<file path="src/rtl/delay_sequencer.sv">
// delay_sequencer: arbitrates two level-held delay requests onto one shared
// interval counter and answers each finished delay with a one-cycle done pulse.
`timescale 1ns/1ps

module delay_sequencer #(
    parameter int WIDTH = 12,
    parameter int REP_W = 3
) (
    input  logic             clk_2K,
    input  logic             i_Reset,
    input  logic             i_ReqA,
    input  logic [REP_W-1:0] i_RepA,
    input  logic             i_ReqB,
    input  logic [REP_W-1:0] i_RepB,
    input  logic             i_TwoSec,
    output logic             o_ActCounter,
    output logic             o_RstCounter,
    output logic             o_DoneA,
    output logic             o_DoneB,
    output logic             o_Busy,
    output logic             o_Owner,
    output logic [REP_W-1:0] o_Remaining
);

    typedef enum logic [2:0] {
        S_IDLE    = 3'd0,
        S_CLEAR   = 3'd1,
        S_RUN     = 3'd2,
        S_DONE    = 3'd3,
        S_RELEASE = 3'd4
    } state_t;

    state_t           state_q, state_d;
    logic             owner_q, owner_d;
    logic [REP_W-1:0] remaining_q, remaining_d;
    logic             done_a_q, done_a_d;
    logic             done_b_q, done_b_d;
    logic             busy_q, busy_d;

    // Request level of whichever client currently holds the grant.
    logic             owner_req;

    // A requested count of zero still means one interval.
    function automatic logic [REP_W-1:0] norm_count(input logic [REP_W-1:0] rep);
        return (rep == '0) ? REP_W'(1) : rep;
    endfunction

    // Select the owning client's request so abort/release follow the grant.
    always_comb begin
        owner_req = owner_q ? i_ReqB : i_ReqA;
    end

    // Next-state logic: grant with fixed A priority, count intervals, abort on drop.
    always_comb begin
        state_d     = state_q;
        owner_d     = owner_q;
        remaining_d = remaining_q;
        case (state_q)
            S_IDLE: begin
                if (i_ReqA) begin
                    owner_d     = 1'b0;
                    remaining_d = norm_count(i_RepA);
                    state_d     = S_CLEAR;
                end else if (i_ReqB) begin
                    owner_d     = 1'b1;
                    remaining_d = norm_count(i_RepB);
                    state_d     = S_CLEAR;
                end
            end
            S_CLEAR: begin
                if (!owner_req) begin
                    state_d     = S_IDLE;
                    remaining_d = '0;
                end else begin
                    state_d = S_RUN;
                end
            end
            S_RUN: begin
                if (!owner_req) begin
                    state_d     = S_IDLE;
                    remaining_d = '0;
                end else if (i_TwoSec) begin
                    if (remaining_q == REP_W'(1)) begin
                        state_d = S_DONE;
                    end else begin
                        remaining_d = remaining_q - REP_W'(1);
                        state_d     = S_CLEAR;
                    end
                end
            end
            S_DONE: begin
                state_d = S_RELEASE;
            end
            S_RELEASE: begin
                // The grant is held until the owner lets go; the other client waits.
                if (!owner_req) begin
                    state_d     = S_IDLE;
                    remaining_d = '0;
                end
            end
            default: begin
                state_d     = S_IDLE;
                remaining_d = '0;
            end
        endcase
    end

    // Registered status outputs are computed from the upcoming state.
    always_comb begin
        busy_d   = (state_d != S_IDLE);
        done_a_d = (state_d == S_DONE) && !owner_d;
        done_b_d = (state_d == S_DONE) &&  owner_d;
    end

    // State and output registers, cleared asynchronously by the active-low reset.
    always_ff @(posedge clk_2K or negedge i_Reset) begin
        if (!i_Reset) begin
            state_q     <= S_IDLE;
            owner_q     <= 1'b0;
            remaining_q <= '0;
            done_a_q    <= 1'b0;
            done_b_q    <= 1'b0;
            busy_q      <= 1'b0;
        end else begin
            state_q     <= state_d;
            owner_q     <= owner_d;
            remaining_q <= remaining_d;
            done_a_q    <= done_a_d;
            done_b_q    <= done_b_d;
            busy_q      <= busy_d;
        end
    end

    // Counter controls decode straight from the state; the counter only runs in RUN.
    always_comb begin
        o_ActCounter = 1'b0;
        o_RstCounter = 1'b1;
        if (state_q == S_RUN) begin
            o_ActCounter = 1'b1;
            o_RstCounter = 1'b0;
        end
    end

    assign o_DoneA     = done_a_q;
    assign o_DoneB     = done_b_q;
    assign o_Busy      = busy_q;
    assign o_Owner     = owner_q;
    assign o_Remaining = remaining_q;

`ifndef SYNTHESIS
    // Length of the current RUN stretch; the counter saturates after 2^WIDTH cycles.
    logic [WIDTH:0] run_len_q, run_len_d;

    // Count consecutive RUN cycles, restarting whenever RUN is left.
    always_comb begin
        run_len_d = '0;
        if (state_q == S_RUN && run_len_q != '1) begin
            run_len_d = run_len_q + (WIDTH+1)'(1);
        end
    end

    // Run-length register for the interval sanity check.
    always_ff @(posedge clk_2K or negedge i_Reset) begin
        if (!i_Reset) begin
            run_len_q <= '0;
        end else begin
            run_len_q <= run_len_d;
        end
    end

    a_act_rst_exclusive: assert property (@(posedge clk_2K) disable iff (!i_Reset)
        !(o_ActCounter && o_RstCounter));
    a_done_exclusive: assert property (@(posedge clk_2K) disable iff (!i_Reset)
        !(o_DoneA && o_DoneB));
    a_run_bounded: assert property (@(posedge clk_2K) disable iff (!i_Reset)
        (state_q == S_RUN) |-> (run_len_q < (WIDTH+1)'(2**WIDTH)));
`endif

endmodule
</file>
<file path="config.mk">
export PLATFORM = sky130hd
export DESIGN_NAME = delay_sequencer
export DESIGN_NICKNAME = d
export VERILOG_FILES = /design/src/rtl/delay_sequencer.sv
export SDC_FILE = /design/constraint.sdc
export NUM_CORES = 1
export LEC_CHECK = 0
export ABC_CLOCK_PERIOD_IN_PS = 1750
export CORE_MARGIN = 2
export CORE_UTILIZATION = 40
export DETAILED_ROUTE_END_ITERATION = 16
export GPL_TIMING_DRIVEN = 0
export PLACE_DENSITY_LB_ADDON = 0.05
export SLEW_MARGIN = 10
export SYNTH_ARGS = -nofsm -noshare
export SYNTH_HDL_FRONTEND = slang
export SYNTH_SLANG_ARGS = --single-unit
</file>
<file path="constraint.sdc">
create_clock -name clk_2K -period 1.75 [get_ports clk_2K]
set_input_delay 0.2625 -clock clk_2K [delete_from_list [all_inputs] [get_ports clk_2K]]
set_output_delay 0.2625 -clock clk_2K [all_outputs]
set_load 0.005 [all_outputs]
</file>
# --- Word-level counts from Yosys, hierarchy flattened ---
# Index checks and enable logic that the tools add are counted.
classes:
  addsub: 1
  mul: 0
  n_div: 0
  order_cmp: 0
  n_eq_ne: 10
  shifts: 0
  n_mux: 23
  bitwise: 1
  reduce_logical: 9
op_table:
  columns: ["operator", "n"]
  rows:
  - ["$mux 3", 13]
  - ["$pmux 3 s5", 1]
  - ["$pmux 3 s4", 1]
  - ["$eq 3x2->1 const B", 3]
  - ["$logic_not 3->1", 3]
  - ["$ne 3x3->1 const B", 3]
  - ["$eq 3x1->1 const B", 2]
  - ["$mux 1", 6]
  - ["$reduce_and 5->1", 1]
  - ["$mux 2", 2]
  - ["$eq 3x3->1 const B", 1]
  - ["$reduce_bool 3->1", 1]
  - ["$sub 3x1->3 const B", 1]
  - ["$logic_and 1x1->1", 2]
  - ["$ne 2x2->1 const B", 1]
  - ["$reduce_or 2->1", 1]
  - ["$logic_not 1->1", 1]
  - ["$not 1->1", 1]
totals:
  regBits: 10
  latch_bits: 0
  ramBits: 0
  romBits: 0
  input_bits: 11
  out_inout_bits: 9
  wordCells: 50
  mem_count: 0

# --- Longest topological paths before layout ---
logic_depth:
  depth_word: 7
  depth_mapped: 6
  ltp_nobuf: 6

# --- Worst setup path before layout ---
# Ideal clock, no wire load.
synth_timing:
  kind: "flip-flop to flip-flop"
  from: "reg remaining_q[1] (netlist: o_Remaining[1])"
  to: "reg remaining_q[0] (netlist: o_Remaining[0])"
  setup_time_ps: 128
  t_arrival_ps: 1669
  t_required_ps: 1622
  slack_ps: -46
  stages_incl_launch_ff: 7
  path_buffers: 0
  period_less_slack_ps: 1796
  path_cell_list: "dfrtp_1 -> inv_1 -> ha_1 -> or2b_2 -> a2111oi_4 -> nor3_2 -> mux2_1"
synth_between:
  elab_chain_len: 3
synth_rtl:
  columns: ["element", "line_no", "text"]
  rows:
  - ["start: declaration", "35", "logic [REP_W-1:0] remaining_q, remaining_d;"]
  - ["start signal: assignment", "127", "remaining_q <= remaining_d;"]
  - ["$eq 3x1->1", "83", "if (remaining_q == REP_W'(1)) begin"]
  - ["$ne 3x3->1 (no source line)", null, null]
  - ["$reduce_and 5->1 (no source line)", null, null]
# No other way between the ends.
# A chain may end at the register's enable or synchronous reset.

# --- Worst setup path after layout ---
layout_timing:
  from: "reg remaining_q[0] (netlist: o_Remaining[0])"
  to: "reg remaining_q[0] (netlist: o_Remaining[0])"
layout_between:
  elab_chain_len: 5
  elab_cells_between_ends: 8
  cone_classes: "1 x add/sub; 2 x eq/ne; 4 x mux; 1 x reduce/logical"
layout_rtl:
  columns: ["element", "line_no", "text"]
  rows:
  - ["$sub 3x1->3", "86", "remaining_d = remaining_q - REP_W'(1);"]
  - ["$mux 3", "83", null]
  - ["$mux 3", "82", "end else if (i_TwoSec) begin"]
  - ["$mux 3", "79", "if (!owner_req) begin"]
  - ["$pmux 3 s4", "58", "case (state_q)"]
# Several ways; a longest one is shown, not always the timed one. The select of a mux whose other input is x is not followed.

==> impl_metrics.env <==
export IMPL_violations="negative setup slack"
export IMPL_syn_area_um2=642
export IMPL_wirelength_um=1440
export IMPL_slew_headroom_pct=69.1
export IMPL_hold_path_class="primary input to flip-flop"
export IMPL_required_ns=1.88
export IMPL_reg2reg_to="o_Remaining[0]"
export IMPL_run_status="finished, violations left"
export IMPL_dr_total_vias=564
export IMPL_synth_top_area_share_pct=39.0
export IMPL_cts_tree="built"
export IMPL_die_area_um2=1940
export IMPL_fin_ws_ns=-0.0313
export IMPL_gp_congestion=0.726
export IMPL_r2r_slack_ns=-0.03
export IMPL_chipWidth_um=44.1
export IMPL_clock_path_buffers=2
export IMPL_synthArstFlopShare_pct=100
export IMPL_synth_main_ff_cell="dfrtp_1"
export IMPL_grt_start_max_net_pins=11
export IMPL_cts_root_buf="clkbuf_4"
export IMPL_netlist_top_cells_count="dfrtp_1, inv_1, nand2_1, nor2_1"
export IMPL_firstDrtPassIters=3
export IMPL_critPathCapture="o_Remaining[0]"
export IMPL_syn_num_nets=75
export IMPL_startpoint_type="flip-flop"
export IMPL_setup_viol=1
export IMPL_placeableCoreArea_um2=1510
export IMPL_finalHoldViolations=0
export IMPL_pwr_share_seq_pct=30.0
export IMPL_worst_setup_path_type="flip-flop to flip-flop"
export IMPL_diodes=0
export IMPL_dieHeight_um=44.1
export IMPL_cp_arrival_ns=1.91
export IMPL_ant_nets=0
export IMPL_htree_levels=1
export IMPL_holdWs_ns=0.273
export IMPL_routedWlPerCell_um=13.5
export IMPL_leakagePower_nw=0.407
export IMPL_fin_skew_ns=0.00536
export IMPL_end_kind="flip-flop"
export IMPL_cts_sinks=10
export IMPL_insertion_delay_ns=0.25
export IMPL_grt_util_all_layers_pct=16.7
export IMPL_ff2ff_path_depth=5
export IMPL_comb_power_share_pct=60.7
export IMPL_row_count=14
export IMPL_placed_area_um2=842
export IMPL_drive_above_1_share_pct=32.2
export IMPL_power_switching_uw=603
export IMPL_swShare_pct=39.1
export IMPL_design_area_um2=957
export IMPL_drt_initial_drc_count=3
export IMPL_yosys_warnings=0
export IMPL_drc_errors=0
export IMPL_areaGrowthSynthToFinish_pct=49.1
export IMPL_globalRoute_totalOverflow=0
export IMPL_cap_violations=0
export IMPL_hpwlAfterDp_um=1040
export IMPL_r2r_start="o_Remaining[0]"
export IMPL_grt_pass1_wl_um=2330
export IMPL_io_buffer_count=18
export IMPL_start_util_pct=42.6
export IMPL_rsz0062_at_grt="true"
export IMPL_seq_area_frac_synth_pct=39.0
export IMPL_ys_top_cells_by_area="dfrtp_1, mux2_2, a2111oi_4, ha_1, inv_1"
export IMPL_fillers=136
export IMPL_synth_largest_area_cell="dfrtp_1"
export IMPL_nets=105
export IMPL_cts_clk_slew_worst_paths_ns=0.06
export IMPL_synth_cells=62
export IMPL_fin_crit_ns=1.78
export IMPL_grt_pass1_vias=567
export IMPL_critPathMaxFanout=4
export IMPL_peakVddDrop_v=0.000920
export IMPL_synth_cell_types=30
export IMPL_seqCellArea_um2=254
export IMPL_synth_enable_flop_cells=0
export IMPL_holdBufCountCts=0
export IMPL_viasPerCell=5.32
export IMPL_startpoint="o_Remaining[0]"
export IMPL_clkPwrFrac_pct=9.3
export IMPL_synth_most_common_cell="dfrtp_1"
export IMPL_antenna_found_initial=0
export IMPL_fmax_mhz=561
export IMPL_internal_power_uw=937
export IMPL_worstMarginPinSlew_ns=0.459
export IMPL_syn_avg_cell_area_um2=10.4
export IMPL_fin_util_pct=63.5
export IMPL_drv_slew=0
export IMPL_finalCritPeriodShare_pct=102
export IMPL_cts_buffers=3
export IMPL_multi_input_area_um2=393
export IMPL_synth_seq_cells=10
export IMPL_p_per_area_nw_per_um2=1610
export IMPL_io_pin_count=20
[power by group through the flow]
stage	combinational (mW)	clock, mW	sequential, mW
2_1_floorplan	0.474	0	0.435
3_3_place_gp	0.751	0	0.449
3_5_place_dp	0.758	0	0.456
4_1_cts	0.858	0.151	0.446
5_1_grt	1.04	0.167	0.477
6_report	0.935	0.143	0.462
[routing by layer]
| metal | part of all wire, % | GRT usage [%] |
|---|---|---|
| met1 | 46 | 22.4 |
| met2 | 49 | 25.0 |
| met3 | 4.7 | 2.45 |
| met4 | 0.70 | 10.9 |
| met5 | 0 | 0 |
[worst min path at each step]
stage                     slack [ns]      startpoint             end  cells past startpoint
after global placement          0.52  o_Remaining[1]  o_Remaining[1]                      1
after CTS                       0.27          i_ReqA         o_Owner                      2
after floorplan                -0.03         i_Reset          o_Busy                      0
final                           0.27          i_ReqA         o_Owner                      2
after global routing            0.27          i_ReqA         o_Owner                      2
after detailed placement        0.54  o_Remaining[1]  o_Remaining[1]                      1
[stage by stage]
step / setup TNS (ns) / cells / setup WS [ns] / power, mW
floorplan: 0 / 62 / 0.00785 / 0.909
global placement: -0.920 / 96 / -0.347 / 1.20
detailed placement: -0.910 / 96 / -0.339 / 1.21
CTS: -0.141 / 102 / -0.0769 / 1.46
global route: -0.244 / 106 / -0.137 / 1.68
finish: -0.0313 / 106 / -0.0313 / 1.54
[sequential cells by signal, indices dropped and copies added (netlist names)]
| name | count |
|---|---|
| o_DoneA | 1 |
| o_DoneB | 1 |
| o_Remaining | 3 |
| o_Owner | 1 |
| o_Busy | 1 |
| state_q | 3 |
[placed cells by master, fill, tap and decap left out, types with 2 or more instances in the layout]
master,synthesis,routed
dfrtp_1,10,7
dfrtp_2,0,3
inv_2,0,2
nor3_2,1,2
buf_4,0,7
nand2_1,4,4
inv_1,6,4
clkdlybuf4s50_1,0,16
mux2_2,3,3
o41ai_1,2,2
nor2_1,4,3
clkbuf_4,0,3
nor3b_1,2,2
a21oi_1,3,3
nor2b_1,2,2
o22ai_1,2,2
o21ai_0,2,2
[kinds of logic after synthesis]
| kind of cell | after synthesis | synth area share [%] |
|---|---|---|
| DFF | 10 | 39.0 |
| adders and majority gates | 2 | 3.90 |
| AOI/OAI and AO/OA | 16 | 20.7 |
| buffers and inverters | 7 | 5.26 |
| and+or+nand+nor | 21 | 20.3 |
| muxes | 6 | 10.9 |
[layout make-up]
class / count / area share [%]
multi-input cells: 45 / 41.0
inverters: 6 / 2.35
clock buffers: 3 / 2.35
repair buffers: 25 / 24.4
flip-flops and latches: 10 / 26.5
plain buffers: 1 / 1.18
well taps: 16 / 2.09
[repair_timing]
item / in CTS / in global routing
setup buffers: 3 / 4
resized for setup: 8 / 6
hold endpoints to repair: 0 / 0
pin swaps: 2 / 2
setup endpoints to repair: 4 / 5
[worst max-delay path: stages, from the launching register on]
cell       delay, ns
dfrtp_1         0.43
ha_4            0.15
or2b_4          0.27
a2111oi_4       0.36
nor3_2          0.10
mux2_1          0.34
Power figures use the tool's default switching activity.
